--- src/rtl/ip_tx_tile_pkg.sv ---
// Shared types and constants for the IP TX tile: the noc0 header flit layout,
// the NoC-input FSM states and the UDP-TX message type agreed with the UDP TX tile.
package ip_tx_tile_pkg;

  localparam int NOC_DATA_WIDTH  = 512;
  localparam int MAC_INTERFACE_W = NOC_DATA_WIDTH;
  localparam int NOC_BYTES       = NOC_DATA_WIDTH / 8;
  localparam int MAC_PADBYTES_W  = $clog2(NOC_BYTES);
  localparam int IP_ADDR_W       = 32;
  localparam int TOT_LEN_W       = 16;
  localparam int PROTOCOL_W      = 8;
  localparam int MSG_TIMESTAMP_W = 64;
  localparam int MSG_LEN_W       = 8;
  localparam int XY_W            = 8;
  localparam int MSG_TYPE_W      = 8;

  localparam logic [MSG_TYPE_W-1:0] UDP_TX_MSG_TYPE = 8'h0b;

  localparam int HDR_USED_W = 4 * XY_W + MSG_LEN_W + MSG_TYPE_W + 2 * IP_ADDR_W
                            + TOT_LEN_W + PROTOCOL_W + MSG_TIMESTAMP_W;

  typedef struct packed {
    logic [XY_W-1:0]                    dst_x;
    logic [XY_W-1:0]                    dst_y;
    logic [MSG_LEN_W-1:0]               msg_len;
    logic [XY_W-1:0]                    src_x;
    logic [XY_W-1:0]                    src_y;
    logic [MSG_TYPE_W-1:0]              msg_type;
    logic [IP_ADDR_W-1:0]               src_ip;
    logic [IP_ADDR_W-1:0]               dst_ip;
    logic [TOT_LEN_W-1:0]               data_len;
    logic [PROTOCOL_W-1:0]              protocol;
    logic [MSG_TIMESTAMP_W-1:0]         timestamp;
    logic [NOC_DATA_WIDTH-HDR_USED_W-1:0] rsvd;
  } ip_tx_noc_hdr_flit;

  typedef enum logic [1:0] {
    RX_HDR   = 2'd0,
    HDR_OUT  = 2'd1,
    DATA_OUT = 2'd2
  } ip_tx_noc_in_state_e;

endpackage

--- src/rtl/ip_tx_noc_in_ctrl.sv ---
// Message-level FSM and payload flit counter; owns every handshake on the
// NoC, header and payload interfaces.
module ip_tx_noc_in_ctrl
  import ip_tx_tile_pkg::*;
(
  input  logic                 i_clk,
  input  logic                 i_rst,
  input  logic                 i_noc_val,
  input  logic                 i_hdr_rdy,
  input  logic                 i_data_rdy,
  input  logic                 i_last,
  input  logic [MSG_LEN_W-1:0] i_msg_len,
  output logic                 o_noc_rdy,
  output logic                 o_hdr_val,
  output logic                 o_data_val,
  output logic                 o_hdr_load,
  output logic                 o_in_data,
  output logic [MSG_LEN_W-1:0] o_cnt
);

  ip_tx_noc_in_state_e r_state, w_state_nxt;
  logic [MSG_LEN_W-1:0] r_cnt;

  always_ff @(posedge i_clk) begin
    if (i_rst) begin
      r_state <= RX_HDR;
      r_cnt   <= '0;
    end else begin
      r_state <= w_state_nxt;
      if (o_hdr_load)
        r_cnt <= i_msg_len;
      else if (o_data_val && i_data_rdy)
        r_cnt <= r_cnt - 1'b1;
    end
  end

  always_comb begin
    w_state_nxt = r_state;
    o_noc_rdy   = 1'b0;
    o_hdr_val   = 1'b0;
    o_data_val  = 1'b0;
    o_hdr_load  = 1'b0;
    o_in_data   = 1'b0;
    case (r_state)
      RX_HDR: begin
        o_noc_rdy = 1'b1;
        if (i_noc_val) begin
          o_hdr_load  = 1'b1;
          w_state_nxt = HDR_OUT;
        end
      end
      HDR_OUT: begin
        o_hdr_val = 1'b1;
        if (i_hdr_rdy)
          w_state_nxt = (r_cnt == '0) ? RX_HDR : DATA_OUT;
      end
      DATA_OUT: begin
        // Payload bypasses storage entirely: the NoC sees the assembler's ready.
        o_in_data  = 1'b1;
        o_data_val = i_noc_val;
        o_noc_rdy  = i_data_rdy;
        if (i_noc_val && i_data_rdy && i_last)
          w_state_nxt = RX_HDR;
      end
      default: w_state_nxt = RX_HDR;
    endcase
  end

  assign o_cnt = r_cnt;

endmodule

--- src/rtl/ip_tx_noc_in_datap.sv ---
// Header-field capture, trailing-pad computation and last-beat detection;
// also checks header flit sanity in simulation.
module ip_tx_noc_in_datap
  import ip_tx_tile_pkg::*;
#(
  parameter int TILE_X = -1,
  parameter int TILE_Y = -1
) (
  input  logic                       i_clk,
  input  logic [NOC_DATA_WIDTH-1:0]  i_flit,
  input  logic                       i_load,
  input  logic                       i_in_data,
  input  logic [MSG_LEN_W-1:0]       i_cnt,
  output logic [MSG_LEN_W-1:0]       o_msg_len,
  output logic [IP_ADDR_W-1:0]       o_src_ip,
  output logic [IP_ADDR_W-1:0]       o_dst_ip,
  output logic [TOT_LEN_W-1:0]       o_data_len,
  output logic [PROTOCOL_W-1:0]      o_protocol,
  output logic [MSG_TIMESTAMP_W-1:0] o_timestamp,
  output logic                       o_last,
  output logic [MAC_PADBYTES_W-1:0]  o_padbytes
);

  ip_tx_noc_hdr_flit w_hdr;
  logic [MAC_PADBYTES_W-1:0] r_pad;

  assign w_hdr     = ip_tx_noc_hdr_flit'(i_flit);
  assign o_msg_len = w_hdr.msg_len;

  always_ff @(posedge i_clk) begin
    if (i_load) begin
      o_src_ip    <= w_hdr.src_ip;
      o_dst_ip    <= w_hdr.dst_ip;
      o_data_len  <= w_hdr.data_len;
      o_protocol  <= w_hdr.protocol;
      o_timestamp <= w_hdr.timestamp;
      // Bytes short of a whole flit, modulo the flit size.
      r_pad       <= MAC_PADBYTES_W'(-w_hdr.data_len);

      assert (32'(w_hdr.msg_len) == (32'(w_hdr.data_len) + NOC_BYTES - 1) / NOC_BYTES)
        else $error("ip_tx_noc_in: msg_len %0d inconsistent with data_len %0d",
                    w_hdr.msg_len, w_hdr.data_len);
      assert ((TILE_X < 0 || w_hdr.dst_x == XY_W'(TILE_X)) &&
              (TILE_Y < 0 || w_hdr.dst_y == XY_W'(TILE_Y)))
        else $error("ip_tx_noc_in: misrouted flit for (%0d,%0d)", w_hdr.dst_x, w_hdr.dst_y);
      assert (w_hdr.msg_type == UDP_TX_MSG_TYPE && w_hdr.rsvd == '0)
        else $error("ip_tx_noc_in: bad header type %0h from (%0d,%0d)",
                    w_hdr.msg_type, w_hdr.src_x, w_hdr.src_y);
    end
  end

  assign o_last     = i_in_data && (i_cnt == MSG_LEN_W'(1));
  assign o_padbytes = o_last ? r_pad : '0;

endmodule

--- src/rtl/ip_tx_noc_in.sv ---
// noc0 receive endpoint of the IP TX tile: splits each UDP-TX message into a
// header handshake and a zero-latency MAC-width payload stream.
module ip_tx_noc_in
  import ip_tx_tile_pkg::*;
#(
  parameter int TILE_X = -1,
  parameter int TILE_Y = -1
) (
  input  logic                       clk,
  input  logic                       rst,
  input  logic                       noc0_ctovr_ip_tx_in_val,
  input  logic [NOC_DATA_WIDTH-1:0]  noc0_ctovr_ip_tx_in_data,
  output logic                       ip_tx_in_noc0_ctovr_rdy,
  output logic                       ip_tx_in_assemble_hdr_val,
  output logic [IP_ADDR_W-1:0]       ip_tx_in_assemble_src_ip,
  output logic [IP_ADDR_W-1:0]       ip_tx_in_assemble_dst_ip,
  output logic [TOT_LEN_W-1:0]       ip_tx_in_assemble_data_len,
  output logic [PROTOCOL_W-1:0]      ip_tx_in_assemble_protocol,
  output logic [MSG_TIMESTAMP_W-1:0] ip_tx_in_assemble_timestamp,
  input  logic                       assemble_ip_tx_in_hdr_rdy,
  output logic                       ip_tx_in_assemble_data_val,
  output logic [MAC_INTERFACE_W-1:0] ip_tx_in_assemble_data,
  output logic                       ip_tx_in_assemble_data_last,
  output logic [MAC_PADBYTES_W-1:0]  ip_tx_in_assemble_data_padbytes,
  input  logic                       assemble_ip_tx_in_data_rdy
);

  logic                 w_hdr_load;
  logic                 w_in_data;
  logic                 w_last;
  logic [MSG_LEN_W-1:0] w_cnt;
  logic [MSG_LEN_W-1:0] w_msg_len;

  ip_tx_noc_in_ctrl u_ctrl (
    .i_clk      (clk),
    .i_rst      (rst),
    .i_noc_val  (noc0_ctovr_ip_tx_in_val),
    .i_hdr_rdy  (assemble_ip_tx_in_hdr_rdy),
    .i_data_rdy (assemble_ip_tx_in_data_rdy),
    .i_last     (w_last),
    .i_msg_len  (w_msg_len),
    .o_noc_rdy  (ip_tx_in_noc0_ctovr_rdy),
    .o_hdr_val  (ip_tx_in_assemble_hdr_val),
    .o_data_val (ip_tx_in_assemble_data_val),
    .o_hdr_load (w_hdr_load),
    .o_in_data  (w_in_data),
    .o_cnt      (w_cnt)
  );

  ip_tx_noc_in_datap #(
    .TILE_X (TILE_X),
    .TILE_Y (TILE_Y)
  ) u_datap (
    .i_clk       (clk),
    .i_flit      (noc0_ctovr_ip_tx_in_data),
    .i_load      (w_hdr_load),
    .i_in_data   (w_in_data),
    .i_cnt       (w_cnt),
    .o_msg_len   (w_msg_len),
    .o_src_ip    (ip_tx_in_assemble_src_ip),
    .o_dst_ip    (ip_tx_in_assemble_dst_ip),
    .o_data_len  (ip_tx_in_assemble_data_len),
    .o_protocol  (ip_tx_in_assemble_protocol),
    .o_timestamp (ip_tx_in_assemble_timestamp),
    .o_last      (w_last),
    .o_padbytes  (ip_tx_in_assemble_data_padbytes)
  );

  assign ip_tx_in_assemble_data      = noc0_ctovr_ip_tx_in_data;
  assign ip_tx_in_assemble_data_last = w_last;

endmodule
--- config.mk ---
export PLATFORM = sky130hd
export DESIGN_NAME = ip_tx_noc_in
export DESIGN_NICKNAME = d
export VERILOG_FILES = /design/src/rtl/ip_tx_tile_pkg.sv /design/src/rtl/ip_tx_noc_in_ctrl.sv /design/src/rtl/ip_tx_noc_in_datap.sv /design/src/rtl/ip_tx_noc_in.sv
export SDC_FILE = /design/constraint.sdc
export NUM_CORES = 1
export LEC_CHECK = 0
export CAP_MARGIN = 20
export CORE_AREA = 2 2 459 461
export CTS_BUF_LIST = sky130_fd_sc_hd__clkbuf_8 sky130_fd_sc_hd__clkbuf_16
export CTS_CLUSTER_DIAMETER = 120
export DETAILED_ROUTE_END_ITERATION = 10
export DIE_AREA = 0 0 461 463
export DONT_BUFFER_PORTS = 1
export HOLD_SLACK_MARGIN = 0.03
export PLACE_DENSITY = 0.3
export SLEW_MARGIN = 20
export SYNTH_ARGS = -nofsm -noshare
export SYNTH_HDL_FRONTEND = slang
export SYNTH_SLANG_ARGS = --single-unit
--- constraint.sdc ---
create_clock -name clk -period 2.4 [get_ports clk]
set_clock_uncertainty 0.15 [all_clocks]
set_input_delay 0 -clock clk [delete_from_list [all_inputs] [get_ports clk]]
set_output_delay 0 -clock clk [all_outputs]
set_load 0.01 [all_outputs]
==> flow_summary.yaml, run 1 <==
status:
  status: "complete, no violations"
yosys:
  yosys.area_share.simple: 0.02642
  async_flop_share: 0
  synthCells: 772
  synth_mux_area_frac: 0.001068
  ys_ff_latch: 167
  synth-seq-area-share: 0.5242
  synth_nets: 1293
  synth_area_um2: 9376
  yosys.area.top_type_share: 0.5028
  ys_top_cells_by_count: "513 x buf_4, 157 x edfxtp_1, 10 x a21oi_1, 10 x dfxtp_1"
  avgSynthCellArea_um2: 12.15
  ys_warn_count: 0
  synth_compound_area_frac: 0.02175
  synth_xor_area_frac: 0.003736
  synth_edf_count: 157
  synthAdderAreaFrac: 0.005338
  synth_top_area_cell: "edfxtp_1"
  synth_cell_types: 42
  synthFlopType: "edfxtp_1"
  synth_top_family_by_area: "buffers and inverters"
  synth.most_common_cell: "buf_4"
  synth_top_cells_by_area: "edfxtp_1 50%, buf_4 41%, dfxtp_1 2.1%"
detailed_routing:
  routed_wirelength_mm: 109.2
  via_count: 6728
  drc: 0
  drtPass1Iterations: 5
  vias_per_cell: 1.822
  routedWlPerCell_um: 29.57
  ant_nets: 0
  drt_iter0_drc: 524
timing:
  rsz0062_at_grt: "false"
  slew_headroom: 0.5143
  slew_violations: 0
  fin_tns_setup_ns: 0
  hold_viol_final: 0
  clock.fmax_mhz: 459.0
  setup_violations: 0
  period_share: 0.9078
  tightest_slew_ns: 0.7262
  finalCriticalPeriod_ns: 2.179
grt:
  gr-usage-met1: 0.1010
  use_met2: 0.1719
  use_met3: 0.05637
  grt_pass1_wl_mm: 122.7
  busiest_layer: "met2"
  antenna_found_initial: 203
  grt_pass1_vias: 6028
  grtUsageTotal: 0.09880
  grt_max_degree: 63
  overflow: 0
clock_tree:
  cts.path.max_buffers: 2
  cts_tree: "built"
  cts.sinks: 167
  htreeDepth: 4
  worstSkewPairLatency_ns: 0.55
  clk_pin_slew_ns: 0.12
  postCtsSetupRepairBufs: 0
  cts-resized-gates: 0
  cts_root_buf: "clkbuf_16"
  ctsHoldBuffers: 529
  cts-buffers-inserted: 17
place:
  dp_cells: 3068
  gp_congestion: 0.7144
  hpwlAfterDp_mm: 98.08
  dpl_cell_area_um2: 9123
  port-buffer-count: 0
layout:
  final_area_um2: 15210
  syn_to_final_growth_pct: 62.25
  drive_above_1_share: 0.06553
  nets: 1332
  final_cells: 3692
floorplanning:
  rows: 168
  core_area_um2: 208500
  ios: 1191
  fp.dieW_um: 461
  fp.dieArea_um2: 213400
  start_util: 0.04497
  die_y_um: 463
power_and_ir_drop:
  irDropWorstVdd_mv: 0.6188
  p_leak_nw: 4.374
  powerDensity_nw_per_um2: 581.2
setup_path:
  path_max_fanout: 12
  worstSetupEndpointType: "flop"
  r2r_cells: 5
  critPathKind: "flop to flop"
  required_ns: 2.76
  worstSetupStartpointType: "flop"
  arrival_ns: 2.54
worst_hold_path:
  min_path_cells: 3
  hold_class: "primary input to flop"
run:
  drv_cap: 0
[critical path: stages, from the launching register on]
cell and delay [ns]:
dfxtp_1 0.43, nor2b_1 0.21, nor2_2 0.44, o211ai_1 0.19, a21oi_1 0.17, dlygate4sd3_1 0.56
[path summary, 6_finish.rpt]
kind | from | end | slack (ns)
max reg2reg | u_ctrl.r_state[1] | u_ctrl.o_cnt[1] | 0.22
max | u_ctrl.r_state[1] | u_ctrl.o_cnt[1] | 0.22
min | noc0_ctovr_ip_tx_in_val | u_ctrl.r_state[1] | 0.11
min reg2reg | u_ctrl.o_cnt[6] | u_ctrl.o_cnt[6] | 0.36
[state kept, by name, indices dropped and copies added, names as in the netlist]
signal	cells
u_datap.o_protocol	8
u_datap.o_dst_ip	32
u_datap.o_timestamp	64
u_ctrl.o_cnt	8
u_datap.r_pad	6
u_ctrl.r_state	2
u_datap.o_data_len	15
u_datap.o_src_ip	32
[per-layer routing]
layer	routed length, µm	part of all wire
met5	632	0.0058
met2	53080	0.49
met4	3476	0.032
met3	15880	0.15
met1	36100	0.33
[report_power, final]
| part | leakage, nW | switching (mW) | internal, mW | total [mW] |
|---|---|---|---|---|
| Sequential | 1.59 | 0.231 | 3.47 | 3.70 |
| Clock | 0.307 | 1.82 | 1.46 | 3.28 |
| Combinational | 2.48 | 1.17 | 0.692 | 1.86 |
| Total | 4.37 | 3.22 | 5.62 | 8.84 |
[per-stage QoR]
step	total power [mW]	worst slack [ns]	hold slack, ns	utilization
after floorplan	4.802	0.06032	-0.05823	-
after global placement	4.111	0.2616	-0.1499	0.04375
after detailed placement	4.117	0.2347	-0.1499	0.04375
after CTS	9.173	0.1486	0.03525	0.07220
after global routing	9.266	0.07394	0.05991	0.07259
final	8.842	0.2212	0.1137	0.07296
[kinds of logic after synthesis]
kind of cell    Yosys count
buf+inv                 526
flops                   167
simple gates             41
compound gates           29
xor+xnor                  4
fa+ha+maj                 4
mux                       1
[cell type report]
cell class / instances / area (µm²)
Timing Repair Buffer: 537 / 5405
Multi-Input combinational cell: 79 / 546.8
Sequential cell: 167 / 4915
Tap cell: 2805 / 3510
Antenna cell: 63 / 157.7
Clock inverter: 15 / 212.7
Clock buffer: 17 / 425.4
Inverter: 9 / 41.29
Fill cell: 24250 / 193300
[cell usage in the layout, fill, tap and decap left out, drive strengths merged, types with 5 or more instances in the layout]
cell type / n
dlygate4sd3: 529
and2: 7
clkbuf: 17
buf: 8
dfxtp: 10
inv: 18
nor2: 6
diode: 63
nand2: 8
nor3: 5
edfxtp: 157
a21oi: 10
clkinv: 6
(Power assumes the default switching activity.)
==> run 2, diff against run 1 <==
--- a/config.mk
+++ b/config.mk
@@ -5,12 +5,13 @@
 export SDC_FILE = /design/constraint.sdc
 export NUM_CORES = 1
 export LEC_CHECK = 0
+export ABC_AREA = 1
 export CAP_MARGIN = 20
-export CORE_AREA = 2 2 459 461
+export CORE_AREA = 2 2 460 462
 export CTS_BUF_LIST = sky130_fd_sc_hd__clkbuf_8 sky130_fd_sc_hd__clkbuf_16
 export CTS_CLUSTER_DIAMETER = 120
 export DETAILED_ROUTE_END_ITERATION = 10
-export DIE_AREA = 0 0 461 463
+export DIE_AREA = 0 0 462 464
 export DONT_BUFFER_PORTS = 1
 export HOLD_SLACK_MARGIN = 0.03
 export PLACE_DENSITY = 0.3
==> run 2 against run 1 <==
Compared with the run above:
- clock-buffer cell count unchanged
- register-to-register slack improved by 0.17 ns
- hold slack got worse by 0.057 ns
- setup slack improved by 0.034 ns
- via count increased by 2.3%
- synthesized cell count increased by 4.0%
- area after synthesis increased by 0.61%
- first-iteration DRC count increased by 15%
- combinational power increased by 4%
- sequential share of layout area decreased by 0.50 points
- sequential power increased by 3%
- critical path type is now flop to output pin
- critical endpoint is now ip_tx_in_assemble_data_padbytes[5]
- largest power group unchanged
- highest routed layer unchanged
==> flow_summary.yaml, run 2 <==
status:
  status: "complete, no violations"
yosys:
  async_flop_share: 0
  ys_warn_count: 0
  synth_cell_types: 28
  synth.most_common_cell: "buf_4"
  synth_edf_count: 157
  synth-seq-area-share: 0.5210
  yosys.area.top_type_share: 0.4997
  synth_top_cells_by_area: "edfxtp_1 50%, buf_4 41%, dfxtp_1 2.1%"
  synth_top_area_cell: "edfxtp_1"
  synthCells: 803
  ys_top_cells_by_count: "513 x buf_4, 157 x edfxtp_1, 25 x nand2_1, 22 x nor2_1, 19 x inv_1"
  synth_nets: 1324
  avgSynthCellArea_um2: 11.75
  synthFlopType: "edfxtp_1"
  ys_ff_latch: 167
  synth_area_um2: 9434
clock_tree:
  ctsHoldBuffers: 547
  htreeDepth: 4
  cts-buffers-inserted: 17
  cts_root_buf: "clkbuf_16"
  cts.sinks: 167
  clk_pin_slew_ns: 0.09
  worstSkewPairLatency_ns: 0.56
  cts_tree: "built"
  cts.path.max_buffers: 2
  cts-resized-gates: 0
  postCtsSetupRepairBufs: 0
place:
  port-buffer-count: 0
  hpwlAfterDp_mm: 89.27
  gp_congestion: 0.7205
  dp_cells: 3100
detailed_routing:
  routed_wirelength_mm: 101.5
  ant_nets: 0
  drt_iter0_drc: 600
  drtPass1Iterations: 5
  vias_per_cell: 1.844
  via_count: 6886
  drc: 0
  routedWlPerCell_um: 27.17
layout:
  reg_top3: "u_datap.o_timestamp x64, u_datap.o_dst_ip x32, u_datap.o_src_ip x32"
  layout_commonest_cell: "dlygate4sd3_1"
  nets: 1382
  syn_to_final_growth_pct: 63.87
  final_cell_mix: "547 x dlygate4sd3_1, 157 x edfxtp_1, 25 x nand2_1"
  regMostFlops: "u_datap.o_timestamp"
  final_cells: 3735
  drive_above_1_share: 0.06865
  largest_reg_flops: 64
  fill_cells: 24180
floorplanning:
  start_util: 0.04511
  fp.dieArea_um2: 214400
  rows: 168
  core_area_um2: 209200
  fp.dieW_um: 462
  ios: 1191
  die_y_um: 464
setup_path:
  path_cells: "inv_4 > nor2_2 > nand3_1 > nor2_2 > inv_2 > nor2_1"
  cpPeakStageDelay_ns: 0.47
  critPathKind: "flop to output pin"
  worstSetupStartpointType: "flop"
  worstSetupEndpointType: "output pin"
  critical-path-slowest-cell: "dfxtp_2"
  path_max_fanout: 10
  crit_path_frequent_cell: "nor2_2"
  required_ns: 2.25
  arrival_ns: 2.00
timing:
  hold_viol_final: 0
  slew_headroom: 0.4969
  tightest_slew_ns: 0.7522
  slew_violations: 0
  clock.fmax_mhz: 466.2
  setup_violations: 0
  rsz0062_at_grt: "false"
  period_share: 0.8938
  finalCriticalPeriod_ns: 2.145
worst_hold_path:
  hold_class: "primary input to output pin"
power_and_ir_drop:
  p_leak_nw: 4.572
  powerDensity_nw_per_um2: 587.7
  irDropWorstVdd_mv: 0.6589
  totalPowerFinal_mw: 9.085
grt:
  antenna_found_initial: 194
  grt_max_degree: 59
  overflow: 0
  grtUsageTotal: 0.09115
  grt_pass1_wl_mm: 114.6
  grt_pass1_vias: 6371
run:
  drv_cap: 0
## run 2: layout make-up
cell class | instances | area [µm²] | area share
clock buffer | 17 | 425.4 | 0.02752
tap | 2805 | 3510 | 0.2270
clock inverter | 15 | 225.2 | 0.01457
inverter | 23 | 97.59 | 0.006313
sequential | 167 | 4917 | 0.3181
multi-input combinational | 98 | 554.3 | 0.03585
timing repair buffer | 554 | 5590 | 0.3616
antenna | 56 | 140.1 | 0.009064
## run 2: worst paths after layout
check	slack [ns]	cells after the start	from	to
worst max-delay path	0.25	6	u_ctrl.r_state[1]	ip_tx_in_assemble_data_padbytes[5]
worst min-delay path	0.06	1	noc0_ctovr_ip_tx_in_val	ip_tx_in_assemble_data_val
worst max register to register	0.39	7	u_ctrl.o_cnt[0]	u_ctrl.o_cnt[2]
worst min register to register	0.35	2	u_ctrl.o_cnt[7]	u_ctrl.o_cnt[7]
## run 2: cells by family after synthesis
group | synth area share
adders and majority gates | 0.005305
AOI/OAI and AO/OA | 0.01538
and+or+nand+nor | 0.03342
buffers and inverters | 0.4203
xor gates and xnor gates | 0.004643
DFF | 0.5210
## run 2: metrics by stage
step	area, µm²	utilization	setup TNS, ns	hold slack, ns	setup slack (ns)
global route	15380	0.07356	0	0.05849	0.1170
finish	15460	0.07392	0	0.05656	0.2550
global placement	9194	0.04396	0	-0.1499	0.5307
detailed placement	9194	0.04396	0	-0.1499	0.4490
CTS	15320	0.07325	0	0.03140	0.1937
floorplan	9443	-	-162.59	-0.08835	-1.030
## run 2: where the power goes
group / leakage (nW) / switching [mW] / internal, mW
sequential: 1.58 / 0.282 / 3.53
clock: 0.311 / 1.81 / 1.53
combinational: 2.68 / 1.20 / 0.740
total: 4.57 / 3.29 / 5.80
## run 2: critical path, delay by kind of cell (launching register included)
kind,cells,cell delay (ns)
simple gates,4,0.78
flops,1,0.47
buf+inv,2,0.18
## run 2: metal layers
| layer | up-vias | wire length, µm | track usage |
|---|---|---|---|
| met3 | 359 | 16330 | 0.06025 |
| li1 | 2294 | - | - |
| met4 | 140 | 3654 | 0.02822 |
| met2 | 1069 | 47990 | 0.1536 |
| met5 | - | 915 | 0 |
| met1 | 3024 | 32590 | 0.09007 |
